--- src/rtl/biquad_cascada.sv ---
// Cascade of n_secc direct-form-II biquads sharing one multiplier, six steps per section.
// Define FILTRO_SATURACION_EN to clamp rounded results instead of wrapping them.
module biquad_cascada #(
  parameter int cant_bits = 25,
  parameter int frac_bits = 23,
  parameter int n_secc    = 2
) (
  input  logic                          clk,
  input  logic                          rst,
  input  logic                          in_valid,
  input  logic [cant_bits-1:0]          uu,
  input  logic                          limpiar,
  input  logic                          coef_we,
  input  logic [$clog2(5*n_secc)-1:0]   coef_dir,
  input  logic [cant_bits-1:0]          coef_dato,
  output logic                          busy,
  output logic                          y_valid,
  output logic [cant_bits-1:0]          y,
  output logic                          overrun
);

  localparam int CB    = cant_bits;
  localparam int FB    = frac_bits;
  localparam int NC    = 5 * n_secc;
  localparam int DIR_W = $clog2(NC);
  localparam int SEC_W = (n_secc > 1) ? $clog2(n_secc) : 1;
  localparam int PW    = 2 * CB;
  localparam int AW    = 2 * CB + 2;
  localparam logic [DIR_W:0]   NC_LIM = (DIR_W + 1)'(NC);
  localparam logic [SEC_W-1:0] ULTIMA = SEC_W'(n_secc - 1);
  localparam logic [CB-1:0]    UNO    = CB'(1) << FB;

  typedef enum logic [1:0] {IDLE, CALC, SALIDA} estado_t;

  estado_t                estado_q, estado_d;
  logic [2:0]             paso_q, paso_d;
  logic [SEC_W-1:0]       sec_q, sec_d;
  logic signed [CB-1:0]   x_q, x_d;
  logic signed [CB-1:0]   w_q, w_d;
  logic signed [AW-1:0]   acc_q, acc_d;
  logic signed [CB-1:0]   w1_q [n_secc];
  logic signed [CB-1:0]   w1_d [n_secc];
  logic signed [CB-1:0]   w2_q [n_secc];
  logic signed [CB-1:0]   w2_d [n_secc];
  logic signed [CB-1:0]   coef_q [NC];
  logic [CB-1:0]          y_q, y_d;
  logic                   busy_q, busy_d;
  logic                   y_valid_q, y_valid_d;
  logic                   overrun_q, overrun_d;

  logic [DIR_W-1:0]       base;
  logic signed [CB-1:0]   mul_a, mul_b;
  logic signed [PW-1:0]   prod;
  logic signed [AW-1:0]   prod_ext, x_sh;
  logic signed [CB-1:0]   rnd_q;

  assign base = DIR_W'(sec_q) * DIR_W'(5);

  // Round half up: bits above the binary point plus the first bit below it.
`ifdef FILTRO_SATURACION_EN
  localparam logic signed [AW-1:0] SAT_MAX  = {{(AW-CB+1){1'b0}}, {(CB-1){1'b1}}};
  localparam logic signed [AW-1:0] SAT_MIN  = {{(AW-CB+1){1'b1}}, {(CB-1){1'b0}}};
  localparam logic signed [AW-1:0] RND_HALF = {{(AW-FB){1'b0}}, 1'b1, {(FB-1){1'b0}}};
  logic signed [AW-1:0] rnd_sum, rnd_sh;
  always_comb begin
    rnd_sum = acc_q + RND_HALF;
    rnd_sh  = rnd_sum >>> FB;
    if (rnd_sh > SAT_MAX)      rnd_q = SAT_MAX[CB-1:0];
    else if (rnd_sh < SAT_MIN) rnd_q = SAT_MIN[CB-1:0];
    else                       rnd_q = rnd_sh[CB-1:0];
  end
`else
  always_comb rnd_q = acc_q[FB+CB-1:FB] + CB'(acc_q[FB-1]);
`endif

  always_comb begin
    mul_a = '0;
    mul_b = '0;
    case (paso_q)
      3'd0: begin mul_a = coef_q[base + DIR_W'(3)]; mul_b = w1_q[sec_q]; end
      3'd1: begin mul_a = coef_q[base + DIR_W'(4)]; mul_b = w2_q[sec_q]; end
      3'd2: begin mul_a = coef_q[base];             mul_b = rnd_q;        end
      3'd3: begin mul_a = coef_q[base + DIR_W'(1)]; mul_b = w1_q[sec_q]; end
      3'd4: begin mul_a = coef_q[base + DIR_W'(2)]; mul_b = w2_q[sec_q]; end
      default: ;
    endcase
    prod     = $signed({{CB{mul_a[CB-1]}}, mul_a} * {{CB{mul_b[CB-1]}}, mul_b});
    prod_ext = {{(AW-PW){prod[PW-1]}}, prod};
    x_sh     = {{(AW-CB){x_q[CB-1]}}, x_q} <<< FB;
  end

  always_comb begin
    estado_d  = estado_q;
    paso_d    = paso_q;
    sec_d     = sec_q;
    x_d       = x_q;
    w_d       = w_q;
    acc_d     = acc_q;
    w1_d      = w1_q;
    w2_d      = w2_q;
    y_d       = y_q;
    busy_d    = busy_q;
    y_valid_d = 1'b0;
    overrun_d = overrun_q | (in_valid & busy_q);
    case (estado_q)
      IDLE: begin
        busy_d = 1'b0;
        if (limpiar) begin
          for (int unsigned i = 0; i < n_secc; i++) begin
            w1_d[i] = '0;
            w2_d[i] = '0;
          end
        end
        if (in_valid) begin
          x_d      = uu;
          sec_d    = '0;
          paso_d   = '0;
          busy_d   = 1'b1;
          estado_d = CALC;
        end
      end
      CALC: begin
        paso_d = (paso_q == 3'd5) ? 3'd0 : paso_q + 3'd1;
        case (paso_q)
          3'd0: acc_d = x_sh - prod_ext;
          3'd1: acc_d = acc_q - prod_ext;
          3'd2: begin w_d = rnd_q; acc_d = prod_ext; end
          3'd3, 3'd4: acc_d = acc_q + prod_ext;
          default: begin
            x_d         = rnd_q;
            w2_d[sec_q] = w1_q[sec_q];
            w1_d[sec_q] = w_q;
            if (sec_q == ULTIMA) estado_d = SALIDA;
            else                 sec_d = sec_q + SEC_W'(1);
          end
        endcase
      end
      SALIDA: begin
        y_d       = x_q;
        y_valid_d = 1'b1;
        busy_d    = 1'b0;
        estado_d  = IDLE;
      end
      default: estado_d = IDLE;
    endcase
  end

  always_ff @(posedge clk) begin
    if (rst) begin
      estado_q  <= IDLE;
      paso_q    <= '0;
      sec_q     <= '0;
      x_q       <= '0;
      w_q       <= '0;
      acc_q     <= '0;
      y_q       <= '0;
      busy_q    <= 1'b0;
      y_valid_q <= 1'b0;
      overrun_q <= 1'b0;
      for (int unsigned i = 0; i < n_secc; i++) begin
        w1_q[i] <= '0;
        w2_q[i] <= '0;
      end
      for (int unsigned i = 0; i < NC; i++) coef_q[i] <= (i % 5 == 0) ? UNO : '0;
    end else begin
      estado_q  <= estado_d;
      paso_q    <= paso_d;
      sec_q     <= sec_d;
      x_q       <= x_d;
      w_q       <= w_d;
      acc_q     <= acc_d;
      w1_q      <= w1_d;
      w2_q      <= w2_d;
      y_q       <= y_d;
      busy_q    <= busy_d;
      y_valid_q <= y_valid_d;
      overrun_q <= overrun_d;
      if (coef_we && !busy_q && ({1'b0, coef_dir} < NC_LIM)) coef_q[coef_dir] <= coef_dato;
    end
  end

  assign busy    = busy_q;
  assign y_valid = y_valid_q;
  assign y       = y_q;
  assign overrun = overrun_q;

endmodule
--- config.mk ---
export PLATFORM = sky130hd
export DESIGN_NAME = biquad_cascada
export DESIGN_NICKNAME = d
export VERILOG_FILES = /design/src/rtl/biquad_cascada.sv
export SDC_FILE = /design/constraint.sdc
export NUM_CORES = 2
export LEC_CHECK = 0
export CAP_MARGIN = 20
export CORE_ASPECT_RATIO = 0.7
export CORE_UTILIZATION = 62
export CTS_CLUSTER_SIZE = 30
export DETAILED_ROUTE_END_ITERATION = 8
export GPL_TIMING_DRIVEN = 1
export HOLD_SLACK_MARGIN = 0.03
export PLACE_DENSITY = 0.79
export SLEW_MARGIN = 40
export SYNTH_ARGS = -nofsm -noshare
export SYNTH_HDL_FRONTEND = slang
export SYNTH_SLANG_ARGS = --single-unit
--- constraint.sdc ---
create_clock -name clk -period 16.67 [get_ports clk]
set_input_delay 1.667 -clock clk [delete_from_list [all_inputs] [get_ports clk]]
set_output_delay 1.667 -clock clk [all_outputs]
set_load 0.03 [all_outputs]
==> qor.csv <==
metric,value,unit
status,finished clean,
clockBufferDepth,3,
drv_cap,0,
rsz0062_at_grt,no,
fin_setup_tns,0,ns
setup_slack,1.66,ns
synth-async-reset-ratio,0,%
final_layout_size_suffix_gt1_share,6.35,%
fin_crit,15.01,ns
critical_path_class,reg2reg,
ant_nets,0,
post_cts_buffers,0,
grt_pass1_vias,41100,
post_cts_resized,0,
synthCells,5541,
finalCritPeriodShare,90.0,%
start_util,63.2,%
synth_edf_count,250,
finClkSkew,0.0405,ns
clkTransAtPathRegs,0.07,ns
antenna_found_initial,3,
synth.distinct_cells,106,
vdd_drop_max,142,uV
final_hold_viol_count,0,
dp_hpwl,120,mm
yosys_warnings,0,
leakage,22.8,nW
cts_tree,done,
slowest_stage,o21a_1,
worstHoldPathType,reg2reg,
yosys_most_used_dff,edfxtp_1,
die_h,237,um
die-width,338,um
wirelength,160,mm
grt_start_max_net_pins,99,
syn2layout_area_growth,7.92,%
drt-initial-drc-count,5320,
dp_slack,2.36,ns
crit_fanout,53,
diodes,0,
slew-limit-headroom,36.4,%
first_pass_iters,6,
worst_path_most_repeated_cell,fa_1,
critPathTopFamily,adder cells,
coreArea,0.0776,mm2
cts.sink_count,482,
cts_buffers,49,
grt_pass1_wl,244,mm
cp-end-kind,register,
drc,0,
syn-num-nets,6454,
max_stage_delay,0.78,ns
ios,87,
arrival,15.57,ns
vias_per_cell,6.36,
grt_overflow_total,0,
via_count,41900,
port_buffers,86,
p_per_area,71.4,mW/mm2
start_kind,register,
rows,85,
clkLatencyLatePin,0.65,ns
synth-seq-cells,482,
root_buffer,clkbuf_16,
fin_cells,6583,
syn_area,0.0491,mm2
place_congestion,1.09,
place_inst,6493,
worstPathRequired,17.23,ns
hold_buffers,0,
crit_buf_inv,5,
total_power,3.78,mW
max_freq,66.6,MHz
finalSetupViolCount,0,
die-area,0.0803,mm2
slew_violations,0,
avgSynthCellArea,8.86,um2
post_drt_wl_per_cell,24.3,um
tightest_slew,0.947,ns
fill_cells,6242,
cts_htree_levels,2,
ys_seq_area_share,24.8,%
grt_usage,40.0,%
layout.nets,6413,
## cell usage after synthesis, types with 29 or more instances
library cell | n | area, um2
a31oi_1 | 33 | 206
a22oi_1 | 50 | 375
nand3_1 | 113 | 566
a21oi_1 | 311 | 1560
nor3_1 | 49 | 245
nand2_1 | 666 | 2500
o21ai_0 | 152 | 761
inv_1 | 746 | 2800
o211ai_1 | 38 | 285
o21a_1 | 43 | 323
mux2i_1 | 96 | 961
a22o_1 | 33 | 289
edfxtp_1 | 250 | 7510
ha_1 | 213 | 2670
nor2_1 | 759 | 2850
xor2_1 | 48 | 420
fa_1 | 641 | 12800
buf_1 | 29 | 109
xnor2_1 | 122 | 1070
nand2b_1 | 44 | 275
a21o_1 | 77 | 578
clkbuf_1 | 267 | 1000
dfxtp_1 | 232 | 4640
a211oi_1 | 60 | 450
and3_1 | 49 | 307
## sequential cells by signal (all words and copies together), names as in the netlist
register	cells
w1_q	50
overrun	1
x_q	25
coef_q	250
acc_q	48
y	25
busy	1
paso_q	3
y_valid	1
w2_q	50
estado_q	2
sec_q	1
w_q	25
## worst register-to-register path, delay by kind of cell (launching register included)
kind	cells	cell delay (ns)
compound gates	12	4.58
fa+ha+maj	10	4.50
simple gates	13	3.58
buf+inv	5	1.26
flops	1	0.45
xor+xnor	2	0.41
mux	1	0.14
## path summary, 6_finish.rpt
check / startpoint / end / slack (ns) / depth (start not counted)
max: paso_q[2]$_SDFFE_PP0P_ / acc_q[47]$_SDFFE_PP0P_ / 1.66 / 43
min reg2reg: y[15]$_SDFFE_PP0P_ / y[15]$_SDFFE_PP0P_ / 0.46 / 2
max reg2reg: paso_q[2]$_SDFFE_PP0P_ / acc_q[47]$_SDFFE_PP0P_ / 1.66 / 43
min: y[15]$_SDFFE_PP0P_ / y[15]$_SDFFE_PP0P_ / 0.46 / 2
## cell type report
| cell class | count | area, um2 | area share (%) |
|---|---|---|---|
| multi-input combinational | 3996 | 33200 | 62.7 |
| timing repair buffer | 224 | 1900 | 3.59 |
| inverter | 747 | 2800 | 5.29 |
| tap | 1044 | 1310 | 2.47 |
| clock inverter | 27 | 256 | 0.484 |
| clock buffer | 63 | 1300 | 2.45 |
| sequential | 482 | 12200 | 23.0 |
## cells by family (layout without fill, tap and decap cells)
family	count (synthesis)	count (layout)	share of synthesized area, %
flops	482	482	24.8
compound gates	1004	1004	13.5
mux	113	113	2.37
simple gates	1851	1851	16.4
fa+ha+maj	854	854	31.6
xor+xnor	174	174	3.19
buf+inv	1063	1061	8.20
## through the flow
| step | utilization [%] | hold WS (ns) | instance area [um2] |
|---|---|---|---|
| floorplan | - | 0.442 | 49100 |
| global placement | 66.0 | 0.444 | 51200 |
| detailed placement | 66.2 | 0.446 | 51400 |
| CTS | 68.2 | 0.455 | 52900 |
| global route | 68.2 | 0.475 | 53000 |
| finish | 68.2 | 0.456 | 53000 |
## routing by layer
| metal | wire, um | up-vias | global-route usage (%) | share of wire (%) |
|---|---|---|---|---|
| met4 | 6590 | 2 | 14.5 | 4.1 |
| met5 | 7 | - | 0 | 0.0044 |
| li1 | - | 18100 | - | - |
| met2 | 64600 | 2840 | 55.1 | 40 |
| met1 | 63500 | 20500 | 57.7 | 40 |
| met3 | 25500 | 417 | 14.4 | 16 |
## layout by cell type (no fill, tap or decap), drive strengths merged, types with 16 or more instances in the layout
master	netlist	final
nor3	50	50
nand2	666	666
nor4	16	16
mux2	16	16
fa	641	641
o211ai	38	38
and2	26	26
o21ai	177	177
o21a	43	43
nand3	115	115
nand2b	44	44
clkinv	0	17
and3	49	49
clkbuf	267	63
a211oi	64	64
a311oi	18	18
xor2	49	49
a21oi	315	315
a22o	33	33
nor2	759	759
xnor2	125	125
dfxtp	232	232
or3	19	19
ha	213	213
buf	49	140
a31oi	34	34
a221oi	21	21
mux2i	97	97
clkdlybuf4s50	0	84
a22oi	50	50
edfxtp	250	250
nand4	27	27
inv	747	754
nor2b	25	25
a21o	77	77
## where the power goes
group	switching [mW]	internal, mW	total (mW)
registers	0.0379	1.29	1.33
clock network	0.523	0.578	1.10
logic	0.854	0.500	1.35
total	1.41	2.37	3.78
No activity file was read; power rests on OpenSTA's default activity.
